`src/rtl/l1_dram_bridge_pkg.sv`:
```
// Shared definitions for the L1-to-DRAM beat bridge: state encodings and debug switch.
package l1_dram_bridge_pkg;

    localparam logic [2:0] BR_STATE_IDLE    = 3'd0;
    localparam logic [2:0] BR_STATE_WBURST  = 3'd1;
    localparam logic [2:0] BR_STATE_RBURST  = 3'd2;
    localparam logic [2:0] BR_STATE_ACK     = 3'd3;
    localparam logic [2:0] BR_STATE_RELEASE = 3'd4;

    typedef enum logic [2:0] {
        S_IDLE    = BR_STATE_IDLE,
        S_WBURST  = BR_STATE_WBURST,
        S_RBURST  = BR_STATE_RBURST,
        S_ACK     = BR_STATE_ACK,
        S_RELEASE = BR_STATE_RELEASE
    } br_state_e;

    // Enables internal protocol sanity assertions; elaborates away when 0.
    localparam bit DEBUG = 1'b0;

endpackage

```
`src/rtl/l1_dram_bridge_beat_unpack.sv`:
```
// Line register with per-beat write-slice mux and read-slice insert.
module l1_dram_beat_unpack #(
    parameter int LINE_W = 256,
    parameter int BEAT_W = 32,
    parameter int IW     = 3
) (
    input  logic              clk,
    input  logic              rst,
    input  logic              load,
    input  logic [LINE_W-1:0] load_line,
    input  logic              ins_en,
    input  logic [IW-1:0]     ins_idx,
    input  logic [BEAT_W-1:0] ins_beat,
    input  logic [IW-1:0]     rd_idx,
    output logic [BEAT_W-1:0] rd_beat,
    output logic [LINE_W-1:0] line_nxt
);

    logic [LINE_W-1:0] line_q, line_d;

    always_comb begin
        line_d = line_q;
        if (load) begin
            line_d = load_line;
        end else if (ins_en) begin
            line_d[int'(ins_idx)*BEAT_W +: BEAT_W] = ins_beat;
        end
    end

    always_ff @(posedge clk or posedge rst) begin
        if (rst) begin
            line_q <= '0;
        end else begin
            line_q <= line_d;
        end
    end

    assign rd_beat  = line_q[int'(rd_idx)*BEAT_W +: BEAT_W];
    // The top registers the completed read line from here so it lands with the ack.
    assign line_nxt = line_d;

endmodule

```
`src/rtl/l1_dram_bridge.sv`:
```
// Splits L1 line requests into address/data beats on the external bus and reassembles reads.
//   state   | meaning
//   IDLE    | waiting for dram_cs; captures address, line and direction
//   WBURST  | issuing NBEAT write beats, one per grant
//   RBURST  | issuing read beats and collecting rvalid beats into the line
//   ACK     | dram_ack high for this single cycle
//   RELEASE | waiting for dram_cs low so a held request is not replayed
module l1_dram_bridge
    import l1_dram_bridge_pkg::*;
#(
    parameter int ADDR_W = 32,
    parameter int LINE_W = 256,
    parameter int BEAT_W = 32
) (
    input  logic              clk,
    input  logic              rst,
    input  logic              dram_cs,
    input  logic              dram_we,
    input  logic [ADDR_W-1:0] dram_addr,
    input  logic [LINE_W-1:0] dram_wdata,
    output logic [LINE_W-1:0] dram_rdata,
    output logic              dram_ack,
    output logic              mem_req,
    output logic              mem_we,
    output logic [ADDR_W-1:0] mem_addr,
    output logic [BEAT_W-1:0] mem_wdata,
    input  logic              mem_gnt,
    input  logic [BEAT_W-1:0] mem_rdata,
    input  logic              mem_rvalid
);

    localparam int NBEAT      = LINE_W / BEAT_W;
    localparam int CW         = $clog2(NBEAT) + 1;
    localparam int IW         = (NBEAT > 1) ? $clog2(NBEAT) : 1;
    localparam int OFF_W      = $clog2(LINE_W / 8);
    localparam int BEAT_BYTES = BEAT_W / 8;

    br_state_e         state_q, state_d;
    logic [CW-1:0]     issue_q, issue_d;
    logic [CW-1:0]     ret_q, ret_d;
    logic [ADDR_W-1:0] base_q, base_d;
    logic [LINE_W-1:0] rdata_q, rdata_d;
    logic              ack_q, ack_d;
    logic              cap;
    logic              ins_en;
    logic [BEAT_W-1:0] wr_beat;
    logic [LINE_W-1:0] line_nxt;
    logic              unused_addr_bits;

    assign unused_addr_bits = ^dram_addr[OFF_W-1:0];

    l1_dram_beat_unpack #(
        .LINE_W (LINE_W),
        .BEAT_W (BEAT_W),
        .IW     (IW)
    ) u_unpack (
        .clk       (clk),
        .rst       (rst),
        .load      (cap),
        .load_line (dram_wdata),
        .ins_en    (ins_en),
        .ins_idx   (ret_q[IW-1:0]),
        .ins_beat  (mem_rdata),
        .rd_idx    (issue_q[IW-1:0]),
        .rd_beat   (wr_beat),
        .line_nxt  (line_nxt)
    );

    // Bus outputs are decoded from registered state only, so reset forces them low at once.
    assign mem_req   = (state_q == S_WBURST) ||
                       ((state_q == S_RBURST) && (issue_q < CW'(NBEAT)));
    assign mem_we    = (state_q == S_WBURST);
    assign mem_addr  = mem_req ? (base_q + ADDR_W'(issue_q) * ADDR_W'(BEAT_BYTES)) : '0;
    assign mem_wdata = mem_we ? wr_beat : '0;
    assign dram_ack   = ack_q;
    assign dram_rdata = rdata_q;

    always_comb begin
        state_d = state_q;
        issue_d = issue_q;
        ret_d   = ret_q;
        base_d  = base_q;
        rdata_d = rdata_q;
        ack_d   = 1'b0;
        cap     = 1'b0;
        ins_en  = 1'b0;
        case (state_q)
            S_IDLE: begin
                if (dram_cs) begin
                    cap     = 1'b1;
                    base_d  = {dram_addr[ADDR_W-1:OFF_W], OFF_W'(0)};
                    issue_d = '0;
                    ret_d   = '0;
                    state_d = dram_we ? S_WBURST : S_RBURST;
                end
            end
            S_WBURST: begin
                if (mem_gnt) begin
                    issue_d = issue_q + CW'(1);
                    if (issue_q == CW'(NBEAT - 1)) begin
                        state_d = S_ACK;
                        ack_d   = 1'b1;
                    end
                end
            end
            S_RBURST: begin
                if (mem_req && mem_gnt) begin
                    issue_d = issue_q + CW'(1);
                end
                if (mem_rvalid && (ret_q < CW'(NBEAT))) begin
                    ins_en = 1'b1;
                    ret_d  = ret_q + CW'(1);
                    if (ret_q == CW'(NBEAT - 1)) begin
                        rdata_d = line_nxt;
                        state_d = S_ACK;
                        ack_d   = 1'b1;
                    end
                end
            end
            S_ACK: begin
                state_d = S_RELEASE;
            end
            S_RELEASE: begin
                if (!dram_cs) begin
                    state_d = S_IDLE;
                end
            end
            default: begin
                state_d = S_IDLE;
            end
        endcase
    end

    always_ff @(posedge clk or posedge rst) begin
        if (rst) begin
            state_q <= S_IDLE;
            issue_q <= '0;
            ret_q   <= '0;
            base_q  <= '0;
            rdata_q <= '0;
            ack_q   <= 1'b0;
        end else begin
            state_q <= state_d;
            issue_q <= issue_d;
            ret_q   <= ret_d;
            base_q  <= base_d;
            rdata_q <= rdata_d;
            ack_q   <= ack_d;
        end
    end

    if (DEBUG) begin : g_debug
        always_ff @(posedge clk) begin
            if (!rst) begin
                assert (!(dram_ack && mem_req));
            end
        end
    end

endmodule

```
`config.mk`:
```
export PLATFORM = sky130hd
export DESIGN_NAME = l1_dram_bridge
export DESIGN_NICKNAME = d
export VERILOG_FILES = /design/src/rtl/l1_dram_bridge_pkg.sv /design/src/rtl/l1_dram_bridge_beat_unpack.sv /design/src/rtl/l1_dram_bridge.sv
export SDC_FILE = /design/constraint.sdc
export NUM_CORES = 1
export LEC_CHECK = 0
export CORE_MARGIN = 2
export CORE_UTILIZATION = 30
export CTS_CLUSTER_DIAMETER = 30
export CTS_CLUSTER_SIZE = 30
export DETAILED_ROUTE_END_ITERATION = 8
export GPL_ROUTABILITY_DRIVEN = 0
export PLACE_DENSITY = 0.54
export SLEW_MARGIN = 20
export SYNTH_ARGS = -nofsm -noshare
export SYNTH_HDL_FRONTEND = slang
export SYNTH_SLANG_ARGS = --single-unit
```
`constraint.sdc`:
```
create_clock -name clk -period 25.2 [get_ports clk]
set_input_delay 7.56 -clock clk [delete_from_list [all_inputs] [get_ports clk]]
set_output_delay 7.56 -clock clk [all_outputs]
set_load 0.01 [all_outputs]
```
==> out/qor.csv, run 1 <==
stage;metric;value;unit
drt;drt_pass1_iterations;5;
setup_path;end_kind;primary output;
timing;setup_viol;0;
floorplanning;die_h;296;um
cts;clock_sinks;551;
synthesis;synth_ff_type;dfrtp_1;
timing;tns;0;ns
floorplanning;die_area;0.0874;mm^2
final_layout;area_delta_synth_final;49.9;%
cts;cts.reportedPaths.clkPinSlew;0.04;ns
synthesis;synth.most_common_cell;dfrtp_1;
power_and_ir_drop;powerDensity;124;mW/mm^2
cts;clk_path_buf_depth;3;
power_and_ir_drop;cellLeakagePower;15.5;nW
setup_path;startpoint_type;flop;
min_path;hold_end;dram_rdata[8];
setup_path;r2r-start;ret_q[0];
cts;cts-resized-gates;0;
global_route;grt-ovfl-total;0;
setup_path;arrival;4.08;ns
setup_path;crit_start;issue_q[0];
drt;viasPerCell;5.15;
final_layout;fin_util;45.5;%
synthesis;synth_top_area_share;54.0;%
setup_path;rr_worst_depth;8;
drt;drc;0;
drt;wl_per_cell;25.2;um
drt;met1_length;43300;um
synthesis;synthTopCellsByCount;dfrtp_1, nor2_1, a21oi_1;
job;cap_viol_max_count;0;
drt;first_iter_violations;1686;
floorplanning;io_pins;649;
synthesis;synth_area;0.0255;mm^2
global_route;grt_antenna_before_repair;17;
timing;tightest_slew;1.27;ns
cts;h-tree-depth;4;
min_path;min_from;dram_rdata[8];
synthesis;ys_types;63;
status;status;finished, final reports clean;
setup_path;worstSetupPathType;reg2out;
cts;cts_hold_buf;0;
floorplanning;rows;106;
synthesis;synth_area_leaders;dfrtp_1, mux2i_1, nor2_1, a21oi_1, mux4_2;
timing;fin_skew;0.0440;ns
timing;fmax;85.9;MHz
drt;wirelength;111000;um
timing;report.final.hold_viol_count;0;
setup_path;path_max_fanout;38;
timing;fin_crit_sh;46.2;%
synthesis;ys_seq_area_share;54.0;%
cts;cts_buffers;148;
synthesis;synthArstFlopShare;100;%
final_layout;drive_gt1_share;11.9;%
min_path;hp-class;reg2reg;
cts;cts_tree;done;
placed_design;io_buffers;641;
synthesis;synth.ff_latch_count;551;
setup_path;worstPathRequired;17.64;ns
min_path;min_path_cells;2;
setup_path;rrSetupSlack;21.57;ns
drt;vias;22700;
cts;post_cts_buffers;0;
drt;drtAntennaViolNets;0;
drt;met2WireLength;54900;um
timing;rsz0062_at_grt;no;
global_route;grt_pass1_wl;160000;um
floorplanning;die_w;296;um
synthesis;ys_warn_count;0;
global_route;grt.total_usage;25.0;%
floorplanning;coreArea;0.0840;mm^2
global_route;grt_pass1_vias;23800;
synthesis;syn_avg_cell_area;10.1;um^2
timing;period_minus_slack;11.64;ns
synthesis;synth_edf_count;0;
drt;wl_met3;8400;um
floorplanning;start_util;30.4;%
timing;drv_slew;0;
final_layout;nNetsFinal;3476;
cts;clockRootBuffer;clkbuf_16;
cts;clk_latency;0.72;ns
timing;maxSlewHeadroom;15.3;%
placed_design;hpwl;77000;um
global_route;grt_max_degree;238;
setup_path;r2r_end;dram_rdata[218];
synthesis;synth_area_leader_cell;dfrtp_1;
synthesis;syn_inst;2521;
drt;highest_layer;met5;
power_and_ir_drop;peakVddDrop;0.0000626;V
[state kept, by name (all words and copies together) (netlist names)]
name / flops
dram_ack: 1
u_unpack.line_q: 256
dram_rdata: 256
issue_q: 4
base_q: 27
ret_q: 4
state_q: 3
[worst max-delay path by stage]
stage                     slack (ns)  depth (start not counted)       endpoint
after floorplan                 2.23                          1     base_q[10]
after global placement         14.11                          5  mem_wdata[16]
after detailed placement       14.09                          5  mem_wdata[16]
after CTS                      13.34                          5  mem_wdata[16]
after global routing           13.27                          5  mem_wdata[16]
final                          13.56                          5  mem_wdata[16]
[report_power, final]
part	internal (W)	switching, W
Combinational	0.000588	0.000800
Sequential	0.00114	0.000202
Clock	0.00138	0.000616
Total	0.00311	0.00162
[final cells by class]
class | count | area [um^2]
antenna | 12 | 30.0
clock buffer | 199 | 4180
clock inverter | 73 | 1240
fill | 7827 | 45700
inverter | 10 | 45.0
multi-input combinational | 1757 | 10800
sequential | 551 | 13800
tap | 1134 | 1420
timing repair buffer | 675 | 6730
[layout by cell type (no fill, tap or decap), drive strengths merged, types with 4 or more instances in the layout]
| master | instances |
|---|---|
| clkdlybuf4s50 | 641 |
| dfrtp | 551 |
| nor2 | 515 |
| a21oi | 377 |
| nand2 | 231 |
| mux2i | 199 |
| clkbuf | 199 |
| a31oi | 85 |
| mux4 | 64 |
| o21ai | 63 |
| clkinv | 38 |
| buf | 34 |
| a22oi | 29 |
| nor2b | 24 |
| nand3 | 21 |
| bufinv | 21 |
| and2 | 15 |
| inv | 13 |
| diode | 12 |
| or3 | 12 |
| clkinvlp | 11 |
| nand4 | 10 |
| a221oi | 10 |
| a221o | 10 |
| or4 | 9 |
| nor4 | 9 |
| nor3 | 8 |
| xor2 | 7 |
| ha | 7 |
| xnor2 | 5 |
| or3b | 5 |
| nand2b | 4 |
[critical path, cell delays in order (launching register included)]
cell and delay, ns:
dfrtp_4 0.94, buf_4 0.76, mux4_2 0.69, mux2i_1 0.22
nor2_1 0.06, clkdlybuf4s50_1 0.65
[kinds of logic (layout without fill, tap and decap cells)]
logic type	Yosys count	in the layout	synth area share, %
simple gates	882	882	14.8
mux	265	265	13.5
fa+ha+maj	7	7	0.343
buf+inv	214	957	3.88
compound gates	589	589	13.0
other cells	1	14	0.0147
flops	551	551	54.0
xor+xnor	12	12	0.412
[metrics by stage]
| stage | hold WS [ns] | cells | total power (W) | setup slack, ns | cell area [um^2] |
|---|---|---|---|---|---|
| 2_1_floorplan | 0.450 | 2522 | 0.00209 | 2.23 | 25500 |
| 3_3_place_gp | 0.466 | 4126 | 0.00272 | 14.11 | 32800 |
| 3_5_place_dp | 0.473 | 4126 | 0.00274 | 14.09 | 32800 |
| 4_1_cts | 0.482 | 4398 | 0.00477 | 13.34 | 38200 |
| 5_1_grt | 0.497 | 4409 | 0.00495 | 13.27 | 38200 |
| 6_report | 0.479 | 4411 | 0.00473 | 13.56 | 38200 |
[per-layer routing]
metal	global-route usage [%]	vias up
li1	-	10100
met1	29.4	11400
met2	42.5	944
met3	7.14	184
met4	10.9	8
met5	0	-
No activity file was read; power rests on OpenSTA's default activity.
==> run 2: changes to the inputs <==
==> constraint.sdc (replaced) <==
create_clock -name clk -period 11.7 [get_ports clk]
set_input_delay 3.51 -clock clk [delete_from_list [all_inputs] [get_ports clk]]
set_output_delay 3.51 -clock clk [all_outputs]
set_load 0.01 [all_outputs]
==> run 2 against run 1 <==
Against the previous run:
- final cell count barely moved
- wire length fell by 0.19%
- largest cell class unchanged
- cell area fell by 0.11%
- clock skew fell by 0.0043 ns
==> out/qor.csv, run 2 (synthesis results as in run 1) <==
stage;metric;value;unit
global_route;grt.total_usage;25.1;%
setup_path;worstPathRequired;8.19;ns
cts;cts-resized-gates;0;
floorplanning;start_util;30.4;%
cts;cts_hold_buf;0;
timing;fmax;129;MHz
drt;wl_per_cell;25.1;um
placed_design;io_buffers;641;
drt;drt_pass1_iterations;6;
placed_design;dp.cells;4124;
setup_path;end_kind;primary output;
drt;drc;0;
timing;tightest_slew;1.19;ns
drt;drtAntennaViolNets;0;
setup_path;path_max_fanout;38;
power_and_ir_drop;peakVddDrop;0.000156;V
cts;clock_sinks;551;
global_route;grt_max_degree;219;
global_route;grt-ovfl-total;0;
drt;viasPerCell;5.12;
final_layout;nNetsFinal;3475;
floorplanning;coreArea;0.0840;mm^2
timing;fin_crit_sh;66.1;%
drt;vias;22600;
final_layout;drive_gt1_share;11.8;%
cts;h-tree-depth;4;
global_route;grt_pass1_vias;23700;
setup_path;worstSetupPathType;reg2out;
timing;setup_viol;0;
placed_design;hpwl;76200;um
job;cap_viol_max_count;0;
setup_path;startpoint_type;flop;
cts;cts_buffers;150;
status;status;finished, final reports clean;
floorplanning;die_h;296;um
timing;rsz0062_at_grt;no;
final_layout;fillCellCount;7837;
timing;tns;0;ns
timing;report.final.hold_viol_count;0;
drt;first_iter_violations;1671;
drt;wirelength;111000;um
cts;clk_latency;0.73;ns
cts;clockRootBuffer;clkbuf_16;
cts;clk_path_buf_depth;3;
cts;post_cts_buffers;0;
final_layout;final_cells;4413;
setup_path;cp_cell_sequence;buf_4, mux4_2, mux2i_1, nor2_1, clkdlybuf4s50_1;
cts;cts.reportedPaths.clkPinSlew;0.04;ns
floorplanning;die_w;296;um
setup_path;crit_slowest_cell;dfrtp_4;
setup_path;arrival;4.23;ns
final_layout;layout_commonest_cell;clkdlybuf4s50_1;
timing;fin_skew;0.0397;ns
setup_path;cp_slowest_stage_delay;1.08;ns
final_layout;area_delta_synth_final;49.7;%
global_route;grt_antenna_before_repair;27;
timing;drv_slew;0;
cts;cts_tree;done;
final_layout;final_cell_mix;clkdlybuf4s50_1, dfrtp_1, nor2_1;
timing;period_minus_slack;7.74;ns
floorplanning;die_area;0.0874;mm^2
power_and_ir_drop;cellLeakagePower;15.5;nW
floorplanning;io_pins;649;
global_route;grt_pass1_wl;159000;um
floorplanning;rows;106;
min_path;hp-class;reg2reg;
power_and_ir_drop;powerDensity;266;mW/mm^2
timing;maxSlewHeadroom;20.5;%
## run 2: cell count changes in the layout (fill, tap and decap cells not counted), sizes merged
cell	change
diode	+8
buf	-3
clkinv	-1
bufinv	-2
## run 2: area by class of cell
cell class,count,area (um^2),area share (%)
diodes,20,50.0,0.131
clock buffers,199,4200,11.0
clock inverters,70,1170,3.06
inverters,10,41.3,0.108
multi-input cells,1757,10800,28.3
flip-flops and latches,551,13800,36.1
well taps,1134,1420,3.71
repair buffers,672,6720,17.6
## run 2: stage by stage
| stage | utilization (%) | total power [W] | worst slack [ns] | area, um^2 | hold slack (ns) |
|---|---|---|---|---|---|
| 6_report | 45.5 | 0.0102 | 3.96 | 38200 | 0.476 |
| 3_5_place_dp | 39.0 | 0.00591 | 4.67 | 32800 | 0.470 |
| 3_3_place_gp | 39.0 | 0.00585 | 4.60 | 32800 | 0.467 |
| 2_1_floorplan | - | 0.00450 | 0.692 | 25500 | 0.450 |
| 4_1_cts | 45.4 | 0.0103 | 3.87 | 38100 | 0.478 |
| 5_1_grt | 45.5 | 0.0107 | 3.70 | 38200 | 0.500 |
## run 2: metal layers
metal  routed length (um)  share of wire [%]  global-route usage (%)
met5                   88              0.079                       0
met4                 5990                5.4                    15.3
met3                 9540                8.6                    7.67
met2                53300                 48                    40.5
met1                41900                 38                    29.2
## run 2: path summary, 6_finish.rpt
path	start	end	slack, ns	cells after the start
setup / recovery	issue_q[0]	mem_wdata[18]	3.96	5
hold / removal	dram_rdata[29]	dram_rdata[29]	0.48	2
setup reg to reg	ret_q[0]	dram_rdata[219]	8.14	8
hold reg to reg	dram_rdata[29]	dram_rdata[29]	0.48	2
max in group asynchronous	rst	dram_rdata[110]	6.74	4
min in group asynchronous	rst	base_q[10]	3.39	3
## run 2: power by group
group / internal [W] / total [W] / switching (W)
registers: 0.00245 / 0.00288 / 0.000435
logic: 0.00127 / 0.00299 / 0.00172
clock network: 0.00295 / 0.00428 / 0.00134
total: 0.00666 / 0.0102 / 0.00349
## run 2: critical path: cells and delay by family (launching register included)
kind	cells	cell delay [ns]
buffers and inverters	2	1.36
DFF	1	1.08
muxes	2	0.94
and+or+nand+nor	1	0.07
==> run 3: changes to the inputs <==
==> constraint.sdc (replaced) <==
create_clock -name clk -period 7.2 [get_ports clk]
set_input_delay 2.16 -clock clk [delete_from_list [all_inputs] [get_ports clk]]
set_output_delay 2.16 -clock clk [all_outputs]
set_load 0.01 [all_outputs]
==> run 3 against run 2 <==
Against the previous run:
- sequential cell count is the same
- via count about the same
- non-clock buffer count is 8 higher
- cell area shrank 0.39%
- largest power group unchanged
==> out/qor.csv, run 3 (synthesis results as in run 1) <==
stage;metric;value;unit
status;status;finished, final reports clean;
global_route;grt_pass1_wl;158000;um
cts;cts_hold_buf;0;
final_layout;seq_area;0.0138;mm^2
timing;setup_slack;1.27;ns
final_layout;nNetsFinal;3477;
final_layout;multi_input_area;0.0108;mm^2
timing;maxSlewHeadroom;16.9;%
setup_path;crit_start;state_q[0];
cts;h-tree-depth;4;
cts;cts_tree;done;
setup_path;cp_slowest_stage_delay;0.89;ns
timing;rsz0062_at_grt;no;
min_path;hold_end;dram_rdata[21];
global_route;grt_max_degree;221;
final_layout;area_delta_synth_final;49.1;%
power_and_ir_drop;powerDensity;426;mW/mm^2
setup_path;r2r_end;dram_rdata[196];
setup_path;crit_slowest_cell;or3b_2;
drt;wl_per_cell;25.1;um
cts;clock_sinks;551;
cts;post_cts_buffers;0;
job;cap_viol_max_count;0;
timing;fin_crit_sh;82.4;%
floorplanning;die_w;296;um
timing;report.final.hold_viol_count;0;
drt;drtAntennaViolNets;0;
min_path;min_from;dram_rdata[21];
timing;period_minus_slack;5.93;ns
setup_path;end_kind;primary output;
timing;tightest_slew;1.24;ns
drt;first_iter_violations;1574;
global_route;grt.total_usage;24.9;%
final_layout;final_cell_mix;clkdlybuf4s50_1, dfrtp_1, nor2_1;
floorplanning;start_util;30.4;%
placed_design;preCtsSetupSlack;1.97;ns
timing;drv_slew;0;
floorplanning;die_area;0.0874;mm^2
drt;viasPerCell;5.13;
cts;cts-resized-gates;0;
power_and_ir_drop;peakVddDrop;0.000193;V
timing;fmax;169;MHz
min_path;min_path_cells;2;
cts;cts_buffers;144;
placed_design;io_buffers;641;
cts;clk_latency;0.71;ns
setup_path;path_max_fanout;36;
final_layout;fillCellCount;7790;
final_layout;layout_commonest_cell;clkdlybuf4s50_1;
drt;vias;22600;
drt;wirelength;110000;um
timing;timing.hold.ws;0.479;ns
setup_path;rrSetupSlack;3.59;ns
drt;drt_pass1_iterations;5;
global_route;grt_antenna_before_repair;15;
setup_path;startpoint_type;flop;
floorplanning;die_h;296;um
min_path;hp-class;reg2reg;
power_and_ir_drop;cellLeakagePower;15.5;nW
floorplanning;coreArea;0.0840;mm^2
placed_design;hpwl;77400;um
setup_path;worstPathRequired;5.04;ns
drt;drc;0;
cts;clk_path_buf_depth;3;
global_route;grt-ovfl-total;0;
floorplanning;io_pins;649;
timing;setup_viol;0;
setup_path;arrival;3.77;ns
floorplanning;rows;106;
setup_path;worstSetupPathType;reg2out;
cts;clockRootBuffer;clkbuf_16;
setup_path;rr_worst_depth;8;
final_layout;drive_gt1_share;12.1;%
timing;fin_skew;0.0392;ns
global_route;grt_pass1_vias;23500;
setup_path;cp_cell_sequence;or3b_2, o21a_1, buf_4, or4_1, nand2_1, clkdlybuf4s50_1;
power_and_ir_drop;power;0.0162;W
setup_path;r2r-start;ret_q[0];
cts;cts.reportedPaths.clkPinSlew;0.05;ns
run 3: worst max-delay path, delay by kind of cell, from the launching register on:
family	cells	cell delay (ns)
compound gates	1	0.25
buf+inv	2	0.74
simple gates	3	1.48
flops	1	0.57
run 3: metal layers:
metal  GRT usage [%]  wire length [um]  share of wire (%)  vias to the layer above
li1                -                 -                  -                    10100
met1            29.5             43300                 39                    11400
met2            42.0             54300                 49                      912
met3            6.49              8010                7.3                      201
met4            11.7              4770                4.3                        2
met5               0                13              0.012                        -
run 3: area by class of cell:
class	instances	share of cell area, %
clock inverter	80	2.99
multi-input combinational	1757	28.4
clock buffer	184	10.5
antenna	11	0.0723
sequential	551	36.3
timing repair buffer	680	17.9
inverter	10	0.109
tap	1134	3.73
run 3: worst max path at each step:
stage | slack [ns] | depth (start not counted) | end
6_report | 1.27 | 6 | mem_addr[19]
5_1_grt | 1.03 | 7 | mem_addr[31]
4_1_cts | 1.19 | 6 | mem_addr[19]
3_5_place_dp | 1.97 | 6 | mem_addr[19]
3_3_place_gp | 1.98 | 6 | mem_addr[19]
2_1_floorplan | -2.46 | 1 | base_q[10]
run 3: stage by stage:
stage          setup TNS (ns)  util [%]  std cells  area, um^2
6_report                    0      45.3       4407       38000
5_1_grt                     0      45.3       4403       38000
4_1_cts                     0      45.3       4396       38000
3_5_place_dp                0      39.2       4132       32900
3_3_place_gp                0      39.2       4132       32900
2_1_floorplan        -1354.27         -       2522       25500
run 3: where the power goes:
part / switching, W / internal, W / leakage (nW) / total [W]
Sequential: 0.000680 / 0.00398 / 6.64 / 0.00466
Clock: 0.00213 / 0.00456 / 2.48 / 0.00669
Combinational: 0.00280 / 0.00208 / 6.34 / 0.00487
Total: 0.00560 / 0.0106 / 15.5 / 0.0162
